===== src/rtl/char_uart_tx_pkg.sv =====
// Shared definitions for the character-stream UART transmitter:
// FSM encodings, ASCII control codes and the CR/LF substitution helper.
package char_uart_tx_pkg;

  localparam logic [1:0] ST_IDLE  = 2'd0;
  localparam logic [1:0] ST_START = 2'd1;
  localparam logic [1:0] ST_DATA  = 2'd2;
  localparam logic [1:0] ST_STOP  = 2'd3;

  localparam logic [7:0] ASCII_NUL = 8'h00;
  localparam logic [7:0] ASCII_LF  = 8'h0A;
  localparam logic [7:0] ASCII_CR  = 8'h0D;

  // An LF leaves the FIFO as a CR; the LF itself follows as a second frame.
  function automatic logic [7:0] crlf_map(input logic [7:0] b, input logic en);
    return (en && (b == ASCII_LF)) ? ASCII_CR : b;
  endfunction

endpackage


===== src/rtl/char_fifo.sv =====
// Small synchronous FIFO with asynchronous read data, so a pop and the
// consumer's load of the head byte happen on the same clock edge.
module char_fifo #(
  parameter int DEPTH = 16,
  parameter int WIDTH = 8,
  localparam int AW = $clog2(DEPTH)
) (
  input  logic             clk,
  input  logic             rst_n,
  input  logic             push,
  input  logic             pop,
  input  logic [WIDTH-1:0] wr_data,
  output logic [WIDTH-1:0] rd_data,
  output logic             full,
  output logic             empty,
  output logic [AW:0]      level
);

  logic [WIDTH-1:0] mem [DEPTH];
  logic [AW:0]      wr_ptr_reg;
  logic [AW:0]      rd_ptr_reg;

  // Pointers carry one extra bit so the difference can reach DEPTH.
  always_ff @(posedge clk or negedge rst_n) begin
    if (!rst_n) begin
      wr_ptr_reg <= '0;
      rd_ptr_reg <= '0;
    end else begin
      if (push) wr_ptr_reg <= wr_ptr_reg + 1'b1;
      if (pop)  rd_ptr_reg <= rd_ptr_reg + 1'b1;
    end
  end

  always_ff @(posedge clk) begin
    if (push) mem[wr_ptr_reg[AW-1:0]] <= wr_data;
  end

  assign rd_data = mem[rd_ptr_reg[AW-1:0]];
  assign level   = wr_ptr_reg - rd_ptr_reg;
  assign full    = (level == (AW+1)'(DEPTH));
  assign empty   = (level == '0);

endmodule


===== src/rtl/char_uart_tx.sv =====
// Character stream to 8N1 UART: non-zero bytes are queued in a FIFO and
// shifted out LSB first, with optional LF -> CR LF expansion.
module char_uart_tx
  import char_uart_tx_pkg::*;
#(
  parameter int CLKS_PER_BIT = 868,
  parameter int DEPTH        = 16,
  parameter int CRLF         = 1,
  localparam int LW = $clog2(DEPTH) + 1,
  localparam int CW = (CLKS_PER_BIT > 1) ? $clog2(CLKS_PER_BIT) : 1
) (
  input  logic          clk,
  input  logic          rst_n,
  input  logic [7:0]    in,
  input  logic          clr_ovf,
  output logic          txd,
  output logic          busy,
  output logic [LW-1:0] level,
  output logic          overflow
);

  logic [1:0]    state_reg, state_next;
  logic [CW-1:0] baud_reg, baud_next;
  logic [2:0]    bit_reg, bit_next;
  logic [7:0]    shreg_reg, shreg_next;
  logic          lf_reg, lf_next;
  logic          txd_reg, txd_next;
  logic          busy_reg;
  logic          ovf_reg;

  logic       push, pop, drop, full, empty, baud_done;
  logic [7:0] rd_data;

  // A full FIFO still accepts a byte when the transmitter pops in the same cycle.
  assign push      = (in != ASCII_NUL) && (!full || pop);
  assign drop      = (in != ASCII_NUL) && full && !pop;
  assign baud_done = (baud_reg == CW'(CLKS_PER_BIT - 1));

  char_fifo #(.DEPTH(DEPTH), .WIDTH(8)) u_fifo (
    .clk     (clk),
    .rst_n   (rst_n),
    .push    (push),
    .pop     (pop),
    .wr_data (in),
    .rd_data (rd_data),
    .full    (full),
    .empty   (empty),
    .level   (level)
  );

  always_comb begin
    state_next = state_reg;
    baud_next  = baud_done ? '0 : baud_reg + 1'b1;
    bit_next   = bit_reg;
    shreg_next = shreg_reg;
    lf_next    = lf_reg;
    pop        = 1'b0;
    case (state_reg)
      ST_IDLE: begin
        baud_next = '0;
        if (!empty) begin
          pop        = 1'b1;
          shreg_next = crlf_map(rd_data, CRLF != 0);
          lf_next    = (CRLF != 0) && (rd_data == ASCII_LF);
          state_next = ST_START;
        end
      end
      ST_START: begin
        if (baud_done) begin
          bit_next   = '0;
          state_next = ST_DATA;
        end
      end
      ST_DATA: begin
        if (baud_done) begin
          if (bit_reg == 3'd7) begin
            state_next = ST_STOP;
          end else begin
            bit_next   = bit_reg + 1'b1;
            shreg_next = {1'b0, shreg_reg[7:1]};
          end
        end
      end
      default: begin
        // End of stop bit: a pending LF takes priority over the FIFO.
        if (baud_done) begin
          if (lf_reg) begin
            shreg_next = ASCII_LF;
            lf_next    = 1'b0;
            state_next = ST_START;
          end else if (!empty) begin
            pop        = 1'b1;
            shreg_next = crlf_map(rd_data, CRLF != 0);
            lf_next    = (CRLF != 0) && (rd_data == ASCII_LF);
            state_next = ST_START;
          end else begin
            state_next = ST_IDLE;
          end
        end
      end
    endcase

    case (state_next)
      ST_START: txd_next = 1'b0;
      ST_DATA:  txd_next = shreg_next[0];
      default:  txd_next = 1'b1;
    endcase
  end

  always_ff @(posedge clk or negedge rst_n) begin
    if (!rst_n) begin
      state_reg <= ST_IDLE;
      baud_reg  <= '0;
      bit_reg   <= '0;
      shreg_reg <= '0;
      lf_reg    <= 1'b0;
      txd_reg   <= 1'b1;
      busy_reg  <= 1'b0;
      ovf_reg   <= 1'b0;
    end else begin
      state_reg <= state_next;
      baud_reg  <= baud_next;
      bit_reg   <= bit_next;
      shreg_reg <= shreg_next;
      lf_reg    <= lf_next;
      txd_reg   <= txd_next;
      busy_reg  <= (state_next != ST_IDLE) || (level != '0);
      if (drop)         ovf_reg <= 1'b1;
      else if (clr_ovf) ovf_reg <= 1'b0;
    end
  end

  assign txd      = txd_reg;
  assign busy     = busy_reg;
  assign overflow = ovf_reg;

endmodule


===== config.mk =====
export PLATFORM = sky130hd
export DESIGN_NAME = char_uart_tx
export DESIGN_NICKNAME = d
export VERILOG_FILES = /design/src/rtl/char_uart_tx_pkg.sv /design/src/rtl/char_fifo.sv /design/src/rtl/char_uart_tx.sv
export SDC_FILE = /design/constraint.sdc
export NUM_CORES = 1
export LEC_CHECK = 0
export ABC_AREA = 1
export CORE_UTILIZATION = 58
export CTS_BUF_LIST = sky130_fd_sc_hd__clkbuf_8
export CTS_CLUSTER_SIZE = 30
export DETAILED_ROUTE_END_ITERATION = 8
export GPL_ROUTABILITY_DRIVEN = 0
export GPL_TIMING_DRIVEN = 0
export PLACE_DENSITY = 0.79
export RECOVER_POWER = 100
export SYNTH_ARGS = -nofsm -noshare
export SYNTH_HDL_FRONTEND = slang
export SYNTH_SLANG_ARGS = --single-unit

===== constraint.sdc =====
create_clock -name clk -period 2.4 [get_ports clk]
set_input_delay 0.48 -clock clk [delete_from_list [all_inputs] [get_ports clk]]
set_output_delay 0.48 -clock clk [all_outputs]
set_load 0.01 [all_outputs]

==> results.yml <==
outcome:
  outcome: "complete, but fails checks"
  violations: "max-capacitance violations, max-slew violations, negative setup slack"
routing:
  avgViaCountPerCell: 5.648
  routed_wl_um: 18870
  vias: 5755
  wire_per_inst_um: 18.52
  drt_iter0_drc: 689
  drc_errors: 0
  ant_nets: 0
  drtPass1Iterations: 5
place:
  pre_cts_ws_ps: -594.7
  port_buffers: 18
  placed_cell_area_mm2: 0.008204
  dp_cells: 957
  hpwl_um: 11580
sta:
  fin_crit_sh_pct: 110.4
  skew_ps: 11.69
  rsz0062_at_grt: "yes"
  tightest_slew_ps: 2037
  setup_violations: 138
  slew_viol_final: 38
  fmax_mhz: 377.5
  max_slew_margin_pct: -35.80
  period_minus_slack_ps: 2649
  hold_viol: 0
  worst_hold_slack_ps: 471.5
  worst_slack_ps: -249.2
  setup_tns_ps: -16790
pwr:
  powerDensity_mw_per_mm2: 892.6
  internal-power_mw: 5.578
  peakVddDrop_mv: 0.6640
  p_sw_share_pct: 31.54
  pwr-share-comb_pct: 29.9
  seq_power_share_pct: 46.1
  p_leak_nw: 3.769
  switchingPower_mw: 2.570
  power_mw: 8.147
  p_clk_share_pct: 24.1
logic_synthesis:
  ys_warn_count: 0
  synth.area.top_cells: "edfxtp_1 (50%), dfrtp_1 (12%), nand2_1 (11%)"
  yosys_register_bits: 165
  seq_area_frac_synth_pct: 62.54
  synthCells: 767
  synth_area_per_cell_um2: 9.946
  yosys.area.top_type: "edfxtp_1"
  async_flop_share_pct: 22.42
  synthDistinctLibCells: 45
  syn_area_mm2: 0.007629
  synth_edf_count: 128
  yosys.cell_count.top_type: "nand2_1"
  synth_top_cell_area_share_pct: 50.39
  synthesis.nets: 795
  synth_top_flop_cell: "edfxtp_1"
  synthTopCellsByCount: "nand2_1 (214), edfxtp_1 (128), nor2_1 (97), inv_1 (77), nand3_1 (53)"
grt:
  antenna_found_initial: 0
  grt_util_all_layers_pct: 29.20
  grt.overflow.total: 0
  grt_pass1_vias: 5543
  grt_max_degree: 38
  grt_pass1_wl_um: 28430
cts:
  hold_buffers: 0
  clockRootBuffer: "clkbuf_8"
  max-clock-path-buffers: 2
  cts.clk_slew.worst_paths_ps: 80
  cts_tree: "done"
  htreeDepth: 4
  worstSkewPairLatency_ps: 470
  cts_made_buffers: 17
  cts_num_sinks: 165
floorplan:
  num_rows: 41
  die_x_um: 116.7
  start_util_pct: 59.96
  die_area_mm2: 0.01362
  ios: 19
  dieHeight_um: 116.7
  core_mm2: 0.01272
critical_path:
  setup.worst_path.start: "u_fifo.rd_ptr_reg[1]"
  end_kind: "flop"
  arrival_ps: 3000
  rr_startpoint: "u_fifo.rd_ptr_reg[1]"
  critPathKind: "flop to flop"
  startpoint_type: "flop"
  cp.required_ps: 2750
  crit_fanout: 11
cells_and_area:
  utilization_pct: 71.74
  fill_cells: 895
  drive_gt1_share_pct: 16.88
  largest_reg_flops: 128
  area.growth.synth_to_final_pct: 19.65
  nNetsFinal: 862
  antenna_cells: 0
  stdcell_count: 1019
  finalInstanceArea_mm2: 0.009128
worst_hold_path:
  hp-class: "flop to flop"
  hp-start: "baud_reg[0]"
run:
  cap_violations: 1
-- cells in the final DEF, fill, tap and decap left out, types with 3 or more instances in the layout --
cell type          n
nand2_1          209
edfxtp_1         128
nor2_1            78
inv_1             77
nand3_1           52
dfrtp_1           34
o21ai_1           20
o21ai_0           18
buf_4             17
nor2_4            17
clkbuf_8          17
a21oi_1           15
buf_12            14
ha_1              13
buf_2             10
dlygate4sd3_1      9
inv_2              8
buf_6              8
xor2_1             7
clkinv_1           7
nor2_2             6
nor3_1             5
nand2_2            4
o21ai_2            4
nand2_8            4
clkdlybuf4s50_1    4
xor2_2             3
o22ai_1            3
a22oi_1            3
ha_4               3
bufinv_16          3
-- cells by family after synthesis --
logic type / share of synthesized area [%]
AO/OA/AOI/OAI: 5.118
XOR/XNOR: 1.493
adder cells (fa/ha/maj): 2.887
buffers and inverters: 6.380
flip-flops: 62.54
AND/OR/NAND/NOR: 21.58
-- worst paths after layout --
check | cells after the start | endpoint | slack, ps
setup / recovery | 13 | u_fifo.rd_ptr_reg[3] | -250
min in group asynchronous | 1 | bit_reg[0] | 580
hold / removal | 1 | baud_reg[0] | 470
setup reg to reg | 13 | u_fifo.rd_ptr_reg[3] | -250
hold reg to reg | 1 | baud_reg[0] | 470
max in group asynchronous | 1 | u_fifo.rd_ptr_reg[2] | 500
-- timing repair --
action	4_1_cts	5_1_grt
endpoints found under the setup margin	155	152
pin swaps	10	20
gates resized for setup	30	21
setup buffers	14	16
gates cloned	1	0
-- area by class of cell --
cell class / count / area (µm²) / area share [%]
clock inverter: 15 / 146.4 / 1.604
tap: 172 / 215.2 / 2.358
clock buffer: 17 / 234.0 / 2.563
buffer: 23 / 170.2 / 1.864
sequential: 165 / 4773 / 52.30
multi-input combinational: 492 / 2668 / 29.23
timing repair buffer: 47 / 568.0 / 6.223
inverter: 88 / 352.8 / 3.866
-- routing by layer --
| layer | share of wire [%] | wire length, µm | GRT usage [%] | up-vias |
|---|---|---|---|---|
| met4 | 3.3 | 629 | 15.27 | 0 |
| met3 | 8.3 | 1565 | 6.487 | 48 |
| li1 | - | - | - | 2654 |
| met5 | 0 | 0 | 0 | - |
| met1 | 37 | 7061 | 35.29 | 2743 |
| met2 | 51 | 9616 | 49.27 | 310 |
-- critical path, stage by stage (launching register included) --
cell	delay, ps
dfrtp_1	410
inv_4	60
buf_8	150
fa_2	450
xor2_2	190
nor3_2	110
nand2_1	90
buf_4	160
nor2_8	150
inv_2	80
nand2_2	130
inv_2	80
nand4_1	150
xor2_1	300
-- power by group through the flow --
stage          registers [mW]  clock network (mW)  logic, mW
2_1_floorplan            3.76                   0       1.20
3_3_place_gp             3.78                   0       1.68
3_5_place_dp             3.80                   0       1.73
4_1_cts                  3.74                1.96       1.99
5_1_grt                  3.79                2.09       2.60
6_report                 3.75                1.96       2.44
No activity file was read; power rests on OpenSTA's default activity.
